<file path="src/rtl/npu_mac_seq_if.sv">
// npu_mac_seq_if: command, operand stream, MAC and result signals of the MAC sequencer
interface npu_mac_seq_if #(
    parameter int I_LEN = 8,
    parameter int O_LEN = 8,
    parameter int K_W   = 8
);
    logic             start_i;
    logic [K_W-1:0]   len_i;
    logic [K_W-1:0]   num_i;
    logic             busy_o;
    logic             done_o;
    logic             err_o;
    logic             in_v_i;
    logic             in_rdy_o;
    logic [I_LEN-1:0] in_t0_i;
    logic [I_LEN-1:0] in_t1_i;
    logic             mac_clear_o;
    logic             mac_t0_v_o;
    logic [I_LEN-1:0] mac_t0_o;
    logic             mac_t1_v_o;
    logic [I_LEN-1:0] mac_t1_o;
    logic             mac_t2_v_i;
    logic [O_LEN-1:0] mac_t2_i;
    logic             res_v_o;
    logic             res_rdy_i;
    logic [O_LEN-1:0] res_o;

    modport master (
        input  start_i, len_i, num_i, in_v_i, in_t0_i, in_t1_i, mac_t2_v_i, mac_t2_i, res_rdy_i,
        output busy_o, done_o, err_o, in_rdy_o, mac_clear_o, mac_t0_v_o, mac_t0_o,
               mac_t1_v_o, mac_t1_o, res_v_o, res_o
    );
    modport slave (
        output start_i, len_i, num_i, in_v_i, in_t0_i, in_t1_i, mac_t2_v_i, mac_t2_i, res_rdy_i,
        input  busy_o, done_o, err_o, in_rdy_o, mac_clear_o, mac_t0_v_o, mac_t0_o,
               mac_t1_v_o, mac_t1_o, res_v_o, res_o
    );
endinterface

</file>
<file path="src/rtl/npu_mac_seq.sv">
// npu_mac_seq: streams operand pairs into one MAC, captures each dot product and hands it downstream
module npu_mac_seq #(
    parameter int I_LEN   = 8,
    parameter int O_LEN   = 8,
    parameter int K_W     = 8,
    parameter int RES_LAT = 1
) (
    input logic           clk_i,
    input logic           arstn_i,
    npu_mac_seq_if.master bus
);
    localparam int LW = (RES_LAT > 1) ? $clog2(RES_LAT + 1) : 1;

    typedef enum logic [2:0] {IDLE, CLEAR, FEED, WAIT, OUT} state_t;

    state_t           state, nxt;
    logic [K_W-1:0]   len_q, num_q, cnt, dot;
    logic [LW-1:0]    lat;
    logic [O_LEN-1:0] res_q;
    logic             err_q, done_q;
    logic             go, zero_go, accept, last_pair, last_dot, hs;

    assign go        = state == IDLE && bus.start_i && bus.len_i != '0 && bus.num_i != '0;
    assign zero_go   = state == IDLE && bus.start_i && (bus.len_i == '0 || bus.num_i == '0);
    assign accept    = state == FEED && bus.in_v_i;
    assign last_pair = cnt == len_q - K_W'(1);
    assign last_dot  = dot == num_q - K_W'(1);
    assign hs        = state == OUT && bus.res_rdy_i;

    assign bus.busy_o      = state != IDLE;
    assign bus.done_o      = done_q;
    assign bus.err_o       = err_q;
    assign bus.in_rdy_o    = state == FEED;
    assign bus.mac_clear_o = state == CLEAR;
    assign bus.mac_t0_v_o  = accept;
    assign bus.mac_t1_v_o  = accept;
    assign bus.mac_t0_o    = bus.in_t0_i;
    assign bus.mac_t1_o    = bus.in_t1_i;
    assign bus.res_v_o     = state == OUT;
    assign bus.res_o       = res_q;

    always_ff @(posedge clk_i or negedge arstn_i)
        if (!arstn_i) state <= IDLE;
        else          state <= nxt;

    always_comb begin
        nxt = state;
        case (state)
            IDLE:    nxt = go ? CLEAR : IDLE;
            CLEAR:   nxt = FEED;
            FEED:    nxt = (accept && last_pair) ? WAIT : FEED;
            WAIT:    nxt = (lat == LW'(1)) ? OUT : WAIT;
            OUT:     nxt = hs ? (last_dot ? IDLE : CLEAR) : OUT;
            default: nxt = IDLE;
        endcase
    end

    always_ff @(posedge clk_i or negedge arstn_i) begin
        if (!arstn_i) begin
            len_q  <= '0;
            num_q  <= '0;
            cnt    <= '0;
            dot    <= '0;
            lat    <= '0;
            res_q  <= '0;
            err_q  <= 1'b0;
            done_q <= 1'b0;
        end else begin
            done_q <= zero_go || (hs && last_dot);
            if (go) begin
                len_q <= bus.len_i;
                num_q <= bus.num_i;
                dot   <= '0;
                err_q <= 1'b0;
            end
            if (state == CLEAR) cnt <= '0;
            if (accept) begin
                cnt <= cnt + K_W'(1);
                if (last_pair) lat <= LW'(RES_LAT);
            end
            // Capture on the final WAIT edge; a missing MAC valid there is recorded, not retried
            if (state == WAIT) begin
                lat <= lat - LW'(1);
                if (lat == LW'(1)) begin
                    res_q <= bus.mac_t2_i;
                    if (!bus.mac_t2_v_i) err_q <= 1'b1;
                end
            end
            if (hs) dot <= dot + K_W'(1);
        end
    end
endmodule
</file>
<file path="src/flat_wrapper.sv">
// flat-port wrapper written by rule: the top's interface ports become plain ports
module npu_mac_seq_flat 
#(
    parameter int I_LEN   = 8,
    parameter int O_LEN   = 8,
    parameter int K_W     = 8,
    parameter int RES_LAT = 1
)
  (clk_i, arstn_i, bus_start_i, bus_len_i, bus_num_i, bus_in_v_i, bus_in_t0_i, bus_in_t1_i, bus_mac_t2_v_i, bus_mac_t2_i, bus_res_rdy_i, bus_busy_o, bus_done_o, bus_err_o, bus_in_rdy_o, bus_mac_clear_o, bus_mac_t0_v_o, bus_mac_t0_o, bus_mac_t1_v_o, bus_mac_t1_o, bus_res_v_o, bus_res_o);
  npu_mac_seq_if #(.I_LEN(I_LEN), .O_LEN(O_LEN), .K_W(K_W)) bus_i ();
  input logic clk_i;
  input logic arstn_i;
  input wire logic [$bits(bus_i.start_i)-1:0] bus_start_i;
  input wire logic [$bits(bus_i.len_i)-1:0] bus_len_i;
  input wire logic [$bits(bus_i.num_i)-1:0] bus_num_i;
  input wire logic [$bits(bus_i.in_v_i)-1:0] bus_in_v_i;
  input wire logic [$bits(bus_i.in_t0_i)-1:0] bus_in_t0_i;
  input wire logic [$bits(bus_i.in_t1_i)-1:0] bus_in_t1_i;
  input wire logic [$bits(bus_i.mac_t2_v_i)-1:0] bus_mac_t2_v_i;
  input wire logic [$bits(bus_i.mac_t2_i)-1:0] bus_mac_t2_i;
  input wire logic [$bits(bus_i.res_rdy_i)-1:0] bus_res_rdy_i;
  output wire logic [$bits(bus_i.busy_o)-1:0] bus_busy_o;
  output wire logic [$bits(bus_i.done_o)-1:0] bus_done_o;
  output wire logic [$bits(bus_i.err_o)-1:0] bus_err_o;
  output wire logic [$bits(bus_i.in_rdy_o)-1:0] bus_in_rdy_o;
  output wire logic [$bits(bus_i.mac_clear_o)-1:0] bus_mac_clear_o;
  output wire logic [$bits(bus_i.mac_t0_v_o)-1:0] bus_mac_t0_v_o;
  output wire logic [$bits(bus_i.mac_t0_o)-1:0] bus_mac_t0_o;
  output wire logic [$bits(bus_i.mac_t1_v_o)-1:0] bus_mac_t1_v_o;
  output wire logic [$bits(bus_i.mac_t1_o)-1:0] bus_mac_t1_o;
  output wire logic [$bits(bus_i.res_v_o)-1:0] bus_res_v_o;
  output wire logic [$bits(bus_i.res_o)-1:0] bus_res_o;
  assign bus_i.start_i = bus_start_i;
  assign bus_i.len_i = bus_len_i;
  assign bus_i.num_i = bus_num_i;
  assign bus_i.in_v_i = bus_in_v_i;
  assign bus_i.in_t0_i = bus_in_t0_i;
  assign bus_i.in_t1_i = bus_in_t1_i;
  assign bus_i.mac_t2_v_i = bus_mac_t2_v_i;
  assign bus_i.mac_t2_i = bus_mac_t2_i;
  assign bus_i.res_rdy_i = bus_res_rdy_i;
  assign bus_busy_o = bus_i.busy_o;
  assign bus_done_o = bus_i.done_o;
  assign bus_err_o = bus_i.err_o;
  assign bus_in_rdy_o = bus_i.in_rdy_o;
  assign bus_mac_clear_o = bus_i.mac_clear_o;
  assign bus_mac_t0_v_o = bus_i.mac_t0_v_o;
  assign bus_mac_t0_o = bus_i.mac_t0_o;
  assign bus_mac_t1_v_o = bus_i.mac_t1_v_o;
  assign bus_mac_t1_o = bus_i.mac_t1_o;
  assign bus_res_v_o = bus_i.res_v_o;
  assign bus_res_o = bus_i.res_o;
  npu_mac_seq #(.I_LEN(I_LEN), .O_LEN(O_LEN), .K_W(K_W), .RES_LAT(RES_LAT)) u_core (.clk_i(clk_i), .arstn_i(arstn_i), .bus(bus_i));
endmodule
</file>
<file path="config.mk">
export PLATFORM = sky130hd
export DESIGN_NAME = npu_mac_seq_flat
export DESIGN_NICKNAME = d
export VERILOG_FILES = /design/src/rtl/npu_mac_seq_if.sv /design/src/rtl/npu_mac_seq.sv /design/src/flat_wrapper.sv
export SDC_FILE = /design/constraint.sdc
export NUM_CORES = 1
export LEC_CHECK = 0
export ABC_AREA = 1
export CORE_AREA = 2 2 78 99
export DETAILED_ROUTE_END_ITERATION = 8
export DIE_AREA = 0 0 80 101
export DONT_BUFFER_PORTS = 1
export PLACE_DENSITY_LB_ADDON = 0.1
export SYNTH_ARGS = -nofsm -noshare
export SYNTH_HDL_FRONTEND = slang
export SYNTH_SLANG_ARGS = --single-unit
</file>
<file path="constraint.sdc">
create_clock -name clk_i -period 2.08 [get_ports clk_i]
set_clock_uncertainty 0.2 [all_clocks]
set_input_delay 0.312 -clock clk_i [delete_from_list [all_inputs] [get_ports clk_i]]
set_output_delay 0.312 -clock clk_i [all_outputs]
set_load 0.005 [all_outputs]
</file>
==> metrics.txt <==
status completed; Die X-Extent 80 µm; CTS tree built; Critical Path Source bus_len_i[2]; worst path cell trace dlygate4sd3_1 -> inv_1 -> nand4_1 -> nor2_1 -> nor2_2 -> nand2_4 -> inv_4 -> nor2_1 -> nand2_1 -> inv_1 -> nand2_1; cell taking the most area after synthesis dfrtp_1; unrepaired setup endpoints after global routing false; Unique masters post-synth 33; Arr. time, crit path 1.91 ns; GRT Total Usage 17.2%; initial drt markers 41; CP Capture Type flop; top_reg_cell synth dfrtp_1; number of flops mapped to enable cells by yosys 0; worst hold path class input port to flop; Worst VDD drop 0.000535 V; P&R area growth vs syn 11.4%; CTS Buf Count 5; Num Clock Sinks 46; Initial DRT Pass Iterations 5; Synth Register Bits 46; crit start category input port; clk buf depth 2; Cells after Synth 370; Hold Vio Cnt, Final 0; post-synth top area share 41.3%; Leakage 1.58 nW; commonest non-fill, non-tap cell in the layout nand2_1; total negative slack 0 ns; Worst Tran Pin Value 0.359 ns; Pins Over Slew Limit 0; WS Path Type input port to flop; post-synthesis instance area 2790 µm²; final core occ 43.2%; share of layout cells above drive strength 1 9.14%; IO Count 78; Crit-path slowest cell dlygate4sd3_1; Clock Latency Late Sink 0.31 ns; ANT nets after route 0; WL final 6360 µm; total grt overflow 0; # diodes 0; Tot Pwr 3.73 mW; Placed Cells 442; initial core utilization 38.8%; setup bufs post-CTS 0; PortBufs 0; vias per inst 4.85; final setup violating endpoints 0; Avg Cell Area, Syn 7.54 µm²; fin nets 432; CP Max Fanout 22; Synth Warn # 0; Final Critical Period 1.91 ns; final period utilization 92.0%; vias in the first global route 2373; Die ar. 8080 µm²; clock root cell clkbuf_8; row cnt 35; final non-filler cell total 475; die height 101 µm; # resized after CTS 0; antenna violations before repair 0; largest net degree at the start of global routing 47; reg2reg start u_core.len_q[0]$_DFFE_PN0P_; commonest cells after routing, fill and taps aside nand2_1 (120), inv_1 (47), dfrtp_1 (46), nor2_1 (29), nand3_1 (25); dpl hpwl 4690 µm; largest cells by area after synthesis dfrtp_1 (41%), nand2_1 (16%), inv_1 (6.3%); Wirelength per Cell 13.4 µm; Rel. slew slack 75.9%; CORE AREA 7180 µm²; pwr/cell area 1200 nW/µm²; fmax 523 MHz; drt drc 0; max incr delay on CP 0.54 ns; routability cong. 0.817; Worst Hold Launch bus_len_i[6]; share of flip-flops with an asynchronous set or reset 100%; syn_nets 420; final hold slack 0.00947 ns; critical path required time 2.08 ns; cts hold-fix bufs 25; sequential element share of the synthesized area 41.3%; Worst-path clk slew 0.08 ns; Max Cap Violations 0; vias after detailed routing 2306; first-pass GRT wire length 10900 µm; H-tree levels 2
## cell usage after synthesis (3+ instances only)
master   number
a21oi_1       6
buf_4        17
buf_6         3
dfrtp_1      46
ha_1          4
inv_1        47
inv_2         5
nand2_1     120
nand3_1      25
nand4_1       7
nor2_1       29
nor2_2        3
nor3_1        4
o21ai_0      13
o21ai_1       5
o21ai_2       6
xor2_1        9
## critical path, delay by kind of cell
kind | cells | cell delay [ns]
buf+inv | 4 | 0.80
simple gates | 7 | 0.81
## kinds of logic (layout without fill, tap and decap cells)
group,count (synthesis),in the layout,share of synthesized area (%)
AO/OA/AOI/OAI,37,37,8.08
XOR/XNOR,10,10,3.14
adder cells (fa/ha/maj),4,4,1.79
buffers and inverters,73,86,13.0
flip-flops,46,46,41.3
multiplexers,2,2,0.718
AND/OR/NAND/NOR,198,198,32.0
## per-layer routing
layer,wire [µm],track usage [%]
met1,2720,20.4
met2,3340,31.2
met3,210,3.05
met4,89,5.74
met5,0,0
## final cells by class
| class | count | area [µm²] |
|---|---|---|
| Clock buffer | 6 | 82.6 |
| Clock inverter | 2 | 12.5 |
| Fill cell | 765 | 4080 |
| Inverter | 53 | 201 |
| Multi-Input combinational cell | 251 | 1270 |
| Sequential cell | 46 | 1150 |
| Tap cell | 92 | 115 |
| Timing Repair Buffer | 25 | 268 |
## flip-flops by register name (all words and copies together) (netlist names)
name               count
u_core.bus.res_o       8
u_core.num_q           8
u_core.bus.err_o       1
u_core.lat             1
u_core.dot             8
u_core.len_q           8
u_core.bus.done_o      1
u_core.state           3
u_core.cnt             8
## power breakdown
| group | total, mW | switching [mW] | internal (mW) |
|---|---|---|---|
| combinational | 1.62 | 1.03 | 0.593 |
| sequential | 1.51 | 0.306 | 1.21 |
| clock | 0.599 | 0.331 | 0.268 |
## stage by stage
stage | setup WS, ns | cell area (µm²)
after floorplan | 0.400 | 2790
after global placement | 0.194 | 2740
after detailed placement | 0.173 | 2740
after CTS | 0.153 | 3110
after global routing | 0.00244 | 3110
final | 0.166 | 3110
## final timing paths
kind,end,slack (ns),cells past startpoint
max in group asynchronous,u_core.num_q[5]$_DFFE_PN0P_,1.17,2
hold reg to reg,u_core.bus.res_o[7]$_DFFE_PN0P_,0.31,2
setup reg to reg,u_core.state[0]$_DFF_PN0_,0.17,13
min in group asynchronous,u_core.cnt[2]$_DFFE_PN0P_,0.30,2
setup / recovery,u_core.state[0]$_DFF_PN0_,0.17,11
hold / removal,u_core.len_q[6]$_DFFE_PN0P_,0.009,2
Power figures use the tool's default switching activity.
